**config.mk**
```make
export PLATFORM = sky130hd
export DESIGN_NAME = minirv_mc_controller
export DESIGN_NICKNAME = d
export VERILOG_FILES = /design/src/rtl/minirv_mc_controller.sv
export SDC_FILE = /design/constraint.sdc
export NUM_CORES = 1
export LEC_CHECK = 0
export CORE_ASPECT_RATIO = 2
export CORE_MARGIN = 5
export CORE_UTILIZATION = 41
export CTS_BUF_LIST = sky130_fd_sc_hd__clkbuf_4
export CTS_CLUSTER_SIZE = 8
export DETAILED_ROUTE_END_ITERATION = 6
export PLACE_DENSITY = 0.79
export SYNTH_ARGS = -nofsm -noshare
export SYNTH_HDL_FRONTEND = slang
export SYNTH_SLANG_ARGS = --single-unit
```
**constraint.sdc**
```tcl
create_clock -name clk -period 2 [get_ports clk]
set_clock_uncertainty 0.15 [all_clocks]
set_input_delay 0.2 -clock clk [delete_from_list [all_inputs] [get_ports clk]]
set_output_delay 0.2 -clock clk [all_outputs]
set_load 0.05 [all_outputs]
```
**src/rtl/minirv_mc_controller.sv**
```systemverilog
// minirv_mc_controller: multi-cycle RV32I control FSM; define ILLEGAL_TRAP_EN to trap illegal opcodes
module minirv_mc_controller #(
  parameter logic [31:0] RESET_PC = 32'h0000_0000
) (
  input  logic        clk,
  input  logic        rst_n,
  output logic        imem_req,
  output logic [31:0] imem_addr,
  input  logic        imem_ack,
  input  logic [31:0] imem_rdata,
  output logic [31:0] ir,
  output logic [31:0] pc,
  input  logic [31:0] pc_target,
  input  logic        branch_taken,
  output logic        alu_en,
  output logic        dmem_req,
  output logic        dmem_we,
  input  logic        dmem_ack,
  output logic        rf_we,
  output logic [2:0]  state,
  output logic [31:0] retired,
  output logic        illegal
);
  typedef enum logic [2:0] {
    FETCH  = 3'd0,
    DECODE = 3'd1,
    EXEC   = 3'd2,
    MEM    = 3'd3,
    WB     = 3'd4,
    TRAP   = 3'd5
  } state_t;
  state_t      state_q, state_d;
  logic [31:0] pc_q, pc_d, ir_q, ir_d, ret_q, ret_d, pc_inc;
  logic [6:0]  op;
  logic        is_r, is_imm, is_load, is_store, is_branch, is_jal, is_jalr, is_lui, is_auipc, legal;
  assign op        = ir_q[6:0];
  assign is_r      = op == 7'b0110011;
  assign is_imm    = op == 7'b0010011;
  assign is_load   = op == 7'b0000011;
  assign is_store  = op == 7'b0100011;
  assign is_branch = op == 7'b1100011;
  assign is_jal    = op == 7'b1101111;
  assign is_jalr   = op == 7'b1100111;
  assign is_lui    = op == 7'b0110111;
  assign is_auipc  = op == 7'b0010111;
  assign legal     = is_r | is_imm | is_load | is_store | is_branch | is_jal | is_jalr | is_lui | is_auipc;
  assign pc_inc    = pc_q + 32'd4;
  // state, pc, instruction and retire counter registers
  always_ff @(posedge clk or negedge rst_n) begin
    if (!rst_n) begin
      state_q <= FETCH;
      pc_q    <= RESET_PC;
      ir_q    <= '0;
      ret_q   <= '0;
    end else begin
      state_q <= state_d;
      pc_q    <= pc_d;
      ir_q    <= ir_d;
      ret_q   <= ret_d;
    end
  end
  // next-state, pc update and retirement per instruction class
  always_comb begin
    state_d = state_q;
    pc_d    = pc_q;
    ir_d    = ir_q;
    ret_d   = ret_q;
    case (state_q)
      FETCH: if (imem_ack) begin
        ir_d    = imem_rdata;
        state_d = DECODE;
      end
      DECODE: if (legal) state_d = EXEC;
      else begin
`ifdef ILLEGAL_TRAP_EN
        state_d = TRAP;
`else
        state_d = FETCH;
        pc_d    = pc_inc;
        ret_d   = ret_q + 32'd1;
`endif
      end
      EXEC: if (is_load | is_store) state_d = MEM;
      else if (is_branch) begin
        state_d = FETCH;
        pc_d    = branch_taken ? pc_target : pc_inc;
        ret_d   = ret_q + 32'd1;
      end else state_d = WB;
      MEM: if (dmem_ack) begin
        state_d = is_store ? FETCH : WB;
        pc_d    = is_store ? pc_inc : pc_q;
        ret_d   = is_store ? ret_q + 32'd1 : ret_q;
      end
      WB: begin
        state_d = FETCH;
        pc_d    = (is_jal | is_jalr) ? pc_target : pc_inc;
        ret_d   = ret_q + 32'd1;
      end
      TRAP: state_d = TRAP;
      default: state_d = FETCH;
    endcase
  end
  assign imem_req  = rst_n & (state_q == FETCH);
  assign imem_addr = pc_q;
  assign pc        = pc_q;
  assign ir        = ir_q;
  assign alu_en    = state_q == EXEC;
  assign dmem_req  = state_q == MEM;
  assign dmem_we   = (state_q == MEM) & is_store;
  assign rf_we     = (state_q == WB) & (ir_q[11:7] != 5'd0);
  assign state     = state_q;
  assign retired   = ret_q;
`ifdef ILLEGAL_TRAP_EN
  assign illegal   = state_q == TRAP;
`else
  assign illegal   = 1'b0;
`endif
endmodule

```
After elaboration in Yosys (flattened, before gate mapping)
Cells that the tools add are included.
Storage, ports and cells
  output and inout port bits: 137
  bits in registers: 99
  logic and storage cells: 66
Cells by class
  equal/unequal tests: 20
  multiplexer cells: 21
  reductions and logical operators: 6
  add/subtract/negate cells: 2
  bitwise logic cells: 13
Operators with widths (count)
  $mux W32: 12
  $pmux W32 S4: 2
  $add A32 B1 Y32 const B: 1
  $add A32 B3 Y32 const B: 1
  $eq A7 B6 Y1 const B: 3
  $eq A7 B7 Y1 const B: 3
  $mux W3: 5
  $pmux W3 S5: 1
  $eq A7 B5 Y1 const B: 2
  $or A1 B1 Y1: 10
  $eq A7 B2 Y1 const B: 1
  $eq A3 B2 Y1 const B: 2
  $eq A3 B3 Y1 const B: 2
  $ne A2 B1 Y1 const B: 3
  $ne A2 B2 Y1 const B: 3
  $reduce_and A6 Y1: 1
  $reduce_bool A5 Y1: 1
  $reduce_and A2 Y1: 2
  $reduce_bool A4 Y1: 1
  $and A1 B1 Y1: 3
  $eq A3 B1 Y1 const B: 1
  $logic_not A3 Y1: 1
  $mux W2: 1

Longest topological paths before layout
Gate-level depths: netlist (run 1).
  depth in word-level cells: 11
  gate-level depth with buffers: 9
  depth with buffers taken out: 7

Worst setup path after synthesis (run 1)
Ideal clock, no wire load.
  path type: reg-to-output
  start point: reg state_q[0] (netlist: state[0])
  end point: out dmem_we
  path buffers: 1
  data arrival time: 2.276 ns
  required time: 1.650 ns
  slack: -0.626 ns
  stages on the path, launching flop included: 5
  path through: dfrtp_1 buf_2 inv_1 nor2_1 and3_1
On the way
  cells in the longest elaborated chain, start to end: 2
Ends and longest elaborated chain
  from (decl): RTL line 32  | state_t state_q, state_d;
  from (signal assigned): RTL line 56  | state_q <= state_d;
  $eq A3 B2 Y1
  net dmem_req: RTL line 16  | output logic dmem_req,
  $and A1 B1 Y1: RTL line 109  | assign dmem_we = (state_q == MEM) & is_store;
  to (decl): RTL line 17  | output logic dmem_we,
The timed path passes the listed nets, and every way through them passes these cells.

Final worst setup path (run 1)
  start point: reg state_q[2] (netlist: state[2])
  end point: reg pc_q[1] (netlist: imem_addr[1])
On the way
  cells in the longest elaborated chain, start to end: 3
Ends and longest elaborated chain
  $eq A3 B1 Y1 (tied with other cells): RTL line 68  | case (state_q)
  $ne A2 B2 Y1 (no source line) (tied with other cells)
  $reduce_and A6 Y1 (no source line)
  to (signal assigned): RTL line 57  | pc_q <= pc_d;
  to (decl): RTL line 33  | logic [31:0] pc_q, pc_d, ir_q, ir_d, ret_q, ret_d, pc_inc;
Parallel ways exist; a longest one is shown, timed or not.
A chain may end at the register's enable or synchronous reset.

==> impl_metrics.toml, run 1 <==
[final_layout]
multi_input_area_mm2 = 0.00294
final_nets = 864
syn_to_final_growth_pct = 75.2
drive_gt1_share_pct = 40.9
postLayoutCoreUtil_pct = 72.4
regArea_mm2 = 0.00252
fill_cells = 905

[power_and_ir_drop]
total_power_mw = 14.3
p_comb_share_pct = 69.3
seqPwrFrac_pct = 23.1
p_sw_mw = 7.32
peakVddDrop_v = 0.00115
p_clk_share_pct = 7.6
switching_share_pct = 51.3
p_int_mw = 6.94
leakage_nw = 4.27
power_density_mw_per_mm2 = 1580

[logic_synthesis]
synth_area_mm2 = 0.00515
synthTopCellsByArea = "dfrtp_1 (48%), mux2_2 (7.2%), buf_4 (4.8%), a21oi_1 (4.3%), xnor2_1 (3.6%)"
postSynthAreaPerCell_um2 = 9.99
synth_seq_cells = 99
yosysTopAreaCellShare_pct = 48.1
synth_nets = 587
post_synth_num_cell_types = 49
synth_cells = 516
synth.most_common_cell = "dfrtp_1"
synth_largest_area_cell = "dfrtp_1"
synth_edf_count = 0
synth-main-ff-cell = "dfrtp_1"
postSynth.asyncResetShare_pct = 100
ys_top_cells_by_count = "dfrtp_1 (99), a21oi_1 (44), buf_4 (33), mux2_2 (33)"
yosysSeqAreaShare_pct = 48.1
ys.warnings.count = 0

[floorplanning]
die-area_mm2 = 0.0151
io_pins = 206
die_w_um = 89.3
rows = 58
start_util_pct = 41.3
coreArea_mm2 = 0.0125
die_h_um = 169

[cts]
root_buffer = "clkbuf_4"
cts_sinks = 99
cts_tree = "yes"
cts_buffers = 9
path_clk_slew_ps = 160
clockBufferDepth = 2
cts-htree-levels = 3
insertion_delay_ps = 450

[critical_path]
r2r_cells = 8
cp_max_fo = 6
start_kind = "register"
crit_chain = "nand4bb_1 -> a211oi_4 -> a22oi_2 -> buf_4 -> o31a_4 -> buf_6 -> nand2_2 -> mux2_2"
cpMaxStageDelayCell = "dfrtp_2"
cp-end-kind = "register"
crit_start = "state[2]"
crit_end = "imem_addr[1]"
cp_data_required_time_ps = 2190
rr_startpoint = "state[2]"
worstPathArrival_ps = 2590
rr_endpoint = "imem_addr[1]"
r2r_setup_slack_ps = -400
criticalPathCategory = "register to register"
crit_path_max_incr_delay_ps = 480

[status]
violations = "negative setup slack"
status = "finished, violations left"

[global_route]
grt_pass1_vias = 5760
grt_pass1_wl_um = 28800
use_met3_pct = 5.31
top_usage_layer = "met2"
antenna_found_initial = 1
grt_overflow_total = 0
grtUsageMet1_pct = 25.8
grt_use_met2_pct = 44.7
grt_usage_pct = 24.7
grt_max_degree = 100

[sta]
final_max_slew_viol_count = 0
whs_ps = 157
worst_slew_pin_slew_ps = 560
fmax_mhz = 416
min_period_ps = 2400
rsz0062_at_grt = "true"
finalHoldViolCount = 0
setup_violations = 95
fin_crit_sh_pct = 120
worst_slack_ps = -405
slew_headroom_pct = 62.6

[route]
via_per_inst = 5.71
drt_iter0_drc = 280
dr.pass1.iters = 4
avgRoutedWirePerCell_um = 21.3
ant_nets = 0
vias = 5421
routed_wl_um = 20200
drc = 0

[run]
max_cap_violations = 0

[place]
place.gp.congestion = 0.901
place_ws_ps = -241
io_buffer_count = 204
dp.final_hpwl_um = 12900

[worst_hold_path]
hold_depth = 3
worstHoldPathType = "primary input to register"
[power by group through the flow]
stage / sequential [mW] / combinational, mW / clock (mW)
floorplan: 5.49 / 3.09 / 0
detailed placement: 3.28 / 8.22 / 0
finish: 3.29 / 9.88 / 1.09
CTS: 3.23 / 8.65 / 1.10
global route: 3.38 / 10.3 / 1.18
global placement: 3.23 / 8.08 / 0
[metrics by stage]
stage | TNS, ps | std cells | cell area (µm²)
2_1_floorplan | -8520 | 516 | 5310
3_3_place_gp | -6160 | 891 | 7810
3_5_place_dp | -9860 | 891 | 7810
4_1_cts | -7160 | 928 | 8380
5_1_grt | -25810 | 949 | 9030
6_report | -18800 | 950 | 9030
[kinds of logic (layout without fill, tap and decap cells)]
kind of cell,count (synthesis),in the layout,share of synthesized area [%]
AND/OR/NAND/NOR,167,167,17.7
XOR/XNOR,31,31,5.27
AO/OA/AOI/OAI,111,112,12.6
multiplexers,36,36,7.79
adder cells (fa/ha/maj),3,3,0.680
buffers and inverters,68,349,7.82
flip-flops,99,99,48.1
other,1,3,0.0727
[registers in the layout, summed over array words and instances (netlist names)]
register   count
retired       32
state          3
imem_addr     32
ir            32
[worst max-delay path: cells and delay by family (launching register included)]
family                 cells  cell delay, ps
AO/OA/AOI/OAI              3             610
AND/OR/NAND/NOR            2             380
buffers and inverters      2             330
flip-flops                 1             480
multiplexers               1             320
[repair_timing]
action	in CTS	in global routing
endpoints found under the setup margin	173	82
hold buffers	1	0
cloned	8	6
setup buffers	12	19
gates resized for setup	165	106
endpoints found under the hold margin	99	0
pin swaps	16	40
[how the worst min path moves through the flow]
stage	from	endpoint
2_1_floorplan	rst_n	imem_addr[0]
3_3_place_gp	rst_n	imem_addr[29]
3_5_place_dp	rst_n	retired[2]
4_1_cts	imem_rdata[5]	ir[5]
5_1_grt	imem_rdata[5]	ir[5]
6_report	imem_rdata[5]	ir[5]
[layout by cell type (no fill, tap or decap), types with 5 or more instances in the layout]
cell type and count:
buf_4 105, dlygate4sd2_1 105, clkdlybuf4s50_1 67, dfrtp_1 63, dfrtp_2 36, mux2_4 31
nand2_1 27, nand3_1 26, a21oi_1 23, o21ai_0 18, nand4_1 18, xnor2_1 18
a21oi_2 17, buf_6 17, and3_1 16, buf_12 15, nor2_1 12, xor2_1 10
clkbuf_4 9, inv_1 8, o22ai_1 8, nor3_4 6, o21ai_1 6, nor4_2 6
o21ai_2 5, clkbuf_16 5
[per-layer routing]
layer	wire, µm	up-vias	share of wire, %
li1	-	2389	-
met3	1370	61	6.8
met2	11100	275	55
met1	6740	2696	33
met5	0	-	0
met4	967	0	4.8
[cell type report]
type,count,area share [%]
Timing Repair Buffer,324,35.5
Multi-Input combinational cell,350,32.5
Antenna cell,2,0.0554
Inverter,9,0.374
Clock inverter,7,0.762
Sequential cell,99,27.9
Tap cell,150,2.08
Clock buffer,9,0.748
No activity file was read; power rests on OpenSTA's default activity.
==> run 2: changes to the inputs <==
--- a/config.mk
+++ b/config.mk
@@ -5,13 +5,15 @@
 export SDC_FILE = /design/constraint.sdc
 export NUM_CORES = 1
 export LEC_CHECK = 0
+export CELL_PAD_IN_SITES_DETAIL_PLACEMENT = 1
+export CELL_PAD_IN_SITES_GLOBAL_PLACEMENT = 1
 export CORE_ASPECT_RATIO = 2
 export CORE_MARGIN = 5
-export CORE_UTILIZATION = 41
+export CORE_UTILIZATION = 30
 export CTS_BUF_LIST = sky130_fd_sc_hd__clkbuf_4
 export CTS_CLUSTER_SIZE = 8
 export DETAILED_ROUTE_END_ITERATION = 6
-export PLACE_DENSITY = 0.79
+export PLACE_DENSITY_LB_ADDON = 0.1
 export SYNTH_ARGS = -nofsm -noshare
 export SYNTH_HDL_FRONTEND = slang
 export SYNTH_SLANG_ARGS = --single-unit
==> run 2 against run 1 <==
- the flow still finishes with violations (negative setup slack)
- hold slack better by 2.4 ps
- largest power group unchanged
- power shrank 8.2%
- cell count up 5.1%
- maximum frequency increased by 9.3%
- setup slack better by 210 ps
- wire length down 1.5%
- register-to-register slack better by 210 ps
- sequential power fell by 3%
==> impl_metrics.toml, run 2 (synthesis gave the netlist of run 1 again) <==
[status]
status = "finished, violations left"
violations = "negative setup slack"

[floorplanning]
start_util_pct = 30.6
die_w_um = 103
die_h_um = 195
coreArea_mm2 = 0.0168
die-area_mm2 = 0.0201
io_pins = 206
rows = 67

[global_route]
grt_max_degree = 100
grt_usage_pct = 19.8
antenna_found_initial = 1
grt_overflow_total = 0
grt_pass1_wl_um = 31000
grt_pass1_vias = 5881

[power_and_ir_drop]
total_power_mw = 13.1
leakage_nw = 4.05
peakVddDrop_v = 0.00102
power_density_mw_per_mm2 = 1510

[sta]
setup_violations = 66
fin_crit_sh_pct = 110
min_period_ps = 2200
rsz0062_at_grt = "true"
slew_headroom_pct = 45.7
fmax_mhz = 455
worst_slew_pin_slew_ps = 812
final_max_slew_viol_count = 0
timing.setup.tns_ps = -6910
worst_slack_ps = -199
finalHoldViolCount = 0

[critical_path]
r2r_cells = 8
cp_data_required_time_ps = 2230
crit_start = "state[0]"
rr_startpoint = "state[0]"
crit_path_max_incr_delay_ps = 470
cp_top_family = "simple AND/OR/NAND/NOR gates"
rr_endpoint = "imem_addr[21]"
criticalPathCategory = "register to register"
cpMaxStageDelayCell = "dfrtp_2"
cp_max_fo = 7
crit_end = "imem_addr[21]"
worstPathArrival_ps = 2430
cp.buffers_inverters = 2
r2r_setup_slack_ps = -200
cp-end-kind = "register"
crit_chain = "or3b_4 -> nor3_4 -> buf_6 -> a31oi_4 -> buf_6 -> o21ai_0 -> a21oi_1 -> a21oi_1"
cp.depth = 8
start_kind = "register"

[place]
io_buffer_count = 204
placed_cells = 959
place.gp.congestion = 0.777
dp.final_hpwl_um = 14900

[final_layout]
drive_gt1_share_pct = 39.7
layout_commonest_cell = "buf_4"
final_nets = 856
layoutNonFillerInstCount = 998
syn_to_final_growth_pct = 68.1
layout_common_cells = "buf_4 (125), dlygate4sd2_1 (88), clkdlybuf4s50_1 (67)"

[run]
max_cap_violations = 0

[route]
drt_iter0_drc = 94
drc = 0
dr.pass1.iters = 5
routed_wl_um = 19900
avgRoutedWirePerCell_um = 20.0
via_per_inst = 5.13
ant_nets = 0
vias = 5121

[cts]
path_clk_slew_ps = 150
root_buffer = "clkbuf_4"
cts-htree-levels = 3
cts_sinks = 99
cts_buffers = 9
insertion_delay_ps = 470
clockBufferDepth = 2
cts_tree = "yes"

[worst_hold_path]
worstHoldPathType = "primary input to register"
hp-start = "imem_rdata[5]"
-- run 2: cell types whose count changed in the layout (fill, tap and decap cells not counted), moves of 12 or more --
| cell | before | now |
|---|---|---|
| mux2_2 | 2 | 33 |
| mux2_4 | 31 | 0 |
| buf_4 | 105 | 125 |
| dlygate4sd2_1 | 105 | 88 |
| a21oi_1 | 23 | 37 |
| a21oi_2 | 17 | 5 |
-- run 2: worst min-delay path, cell delays in order --
cell and delay [ps]:
clkdlybuf4s50_1 410, nand2_1 60, o21ai_0 70
-- run 2: final cells by class --
| class | instances | area [µm²] |
|---|---|---|
| multi-input combinational | 350 | 2770 |
| antenna | 1 | 2.50 |
| clock buffer | 9 | 67.6 |
| fill | 1877 | 8180 |
| clock inverter | 7 | 82.6 |
| timing repair buffer | 316 | 2920 |
| inverter | 9 | 37.5 |
| tap | 207 | 259 |
| sequential | 99 | 2520 |
-- run 2: repair_timing --
action / 4_1_cts / 5_1_grt
endpoints found under the hold margin: 99 / 0
gates cloned: 1 / 5
gates resized for setup: 151 / 55
setup buffers: 6 / 10
hold buffers: 1 / 0
endpoints found under the setup margin: 158 / 70
pin swaps: 14 / 31
-- run 2: how the worst min path moves through the flow --
stage / endpoint / slack, ps / depth (start not counted)
3_5_place_dp: retired[23] / 210 / 2
5_1_grt: ir[26] / 140 / 2
6_report: ir[5] / 160 / 3
4_1_cts: ir[26] / 130 / 2
3_3_place_gp: retired[23] / 200 / 2
2_1_floorplan: imem_addr[0] / -250 / 0
-- run 2: per-layer routing --
| metal | vias to the layer above | global-route usage, % | share of wire [%] |
|---|---|---|---|
| met4 | 0 | 5.64 | 2.2 |
| li1 | 2365 | - | - |
| met3 | 22 | 4.82 | 5.8 |
| met5 | - | 0 | 0 |
| met1 | 2573 | 19.4 | 34 |
| met2 | 161 | 38.9 | 58 |
-- run 2: power breakdown --
part           switching (mW)  leakage [nW]  internal (mW)
clock network           0.703        0.0845          0.494
logic                    5.63          2.75           3.08
registers               0.519          1.21           2.67
total                    6.85          4.05           6.24
-- run 2: stage by stage --
| step | util, % | instance area (µm²) | worst slack (ps) | hold slack (ps) |
|---|---|---|---|---|
| floorplan | - | 5310 | -218 | -246 |
| global placement | 47.1 | 7940 | -275 | 196 |
| detailed placement | 47.1 | 7940 | -296 | 212 |
| CTS | 49.6 | 8350 | -208 | 135 |
| global route | 51.4 | 8670 | -295 | 143 |
| finish | 51.4 | 8670 | -199 | 159 |
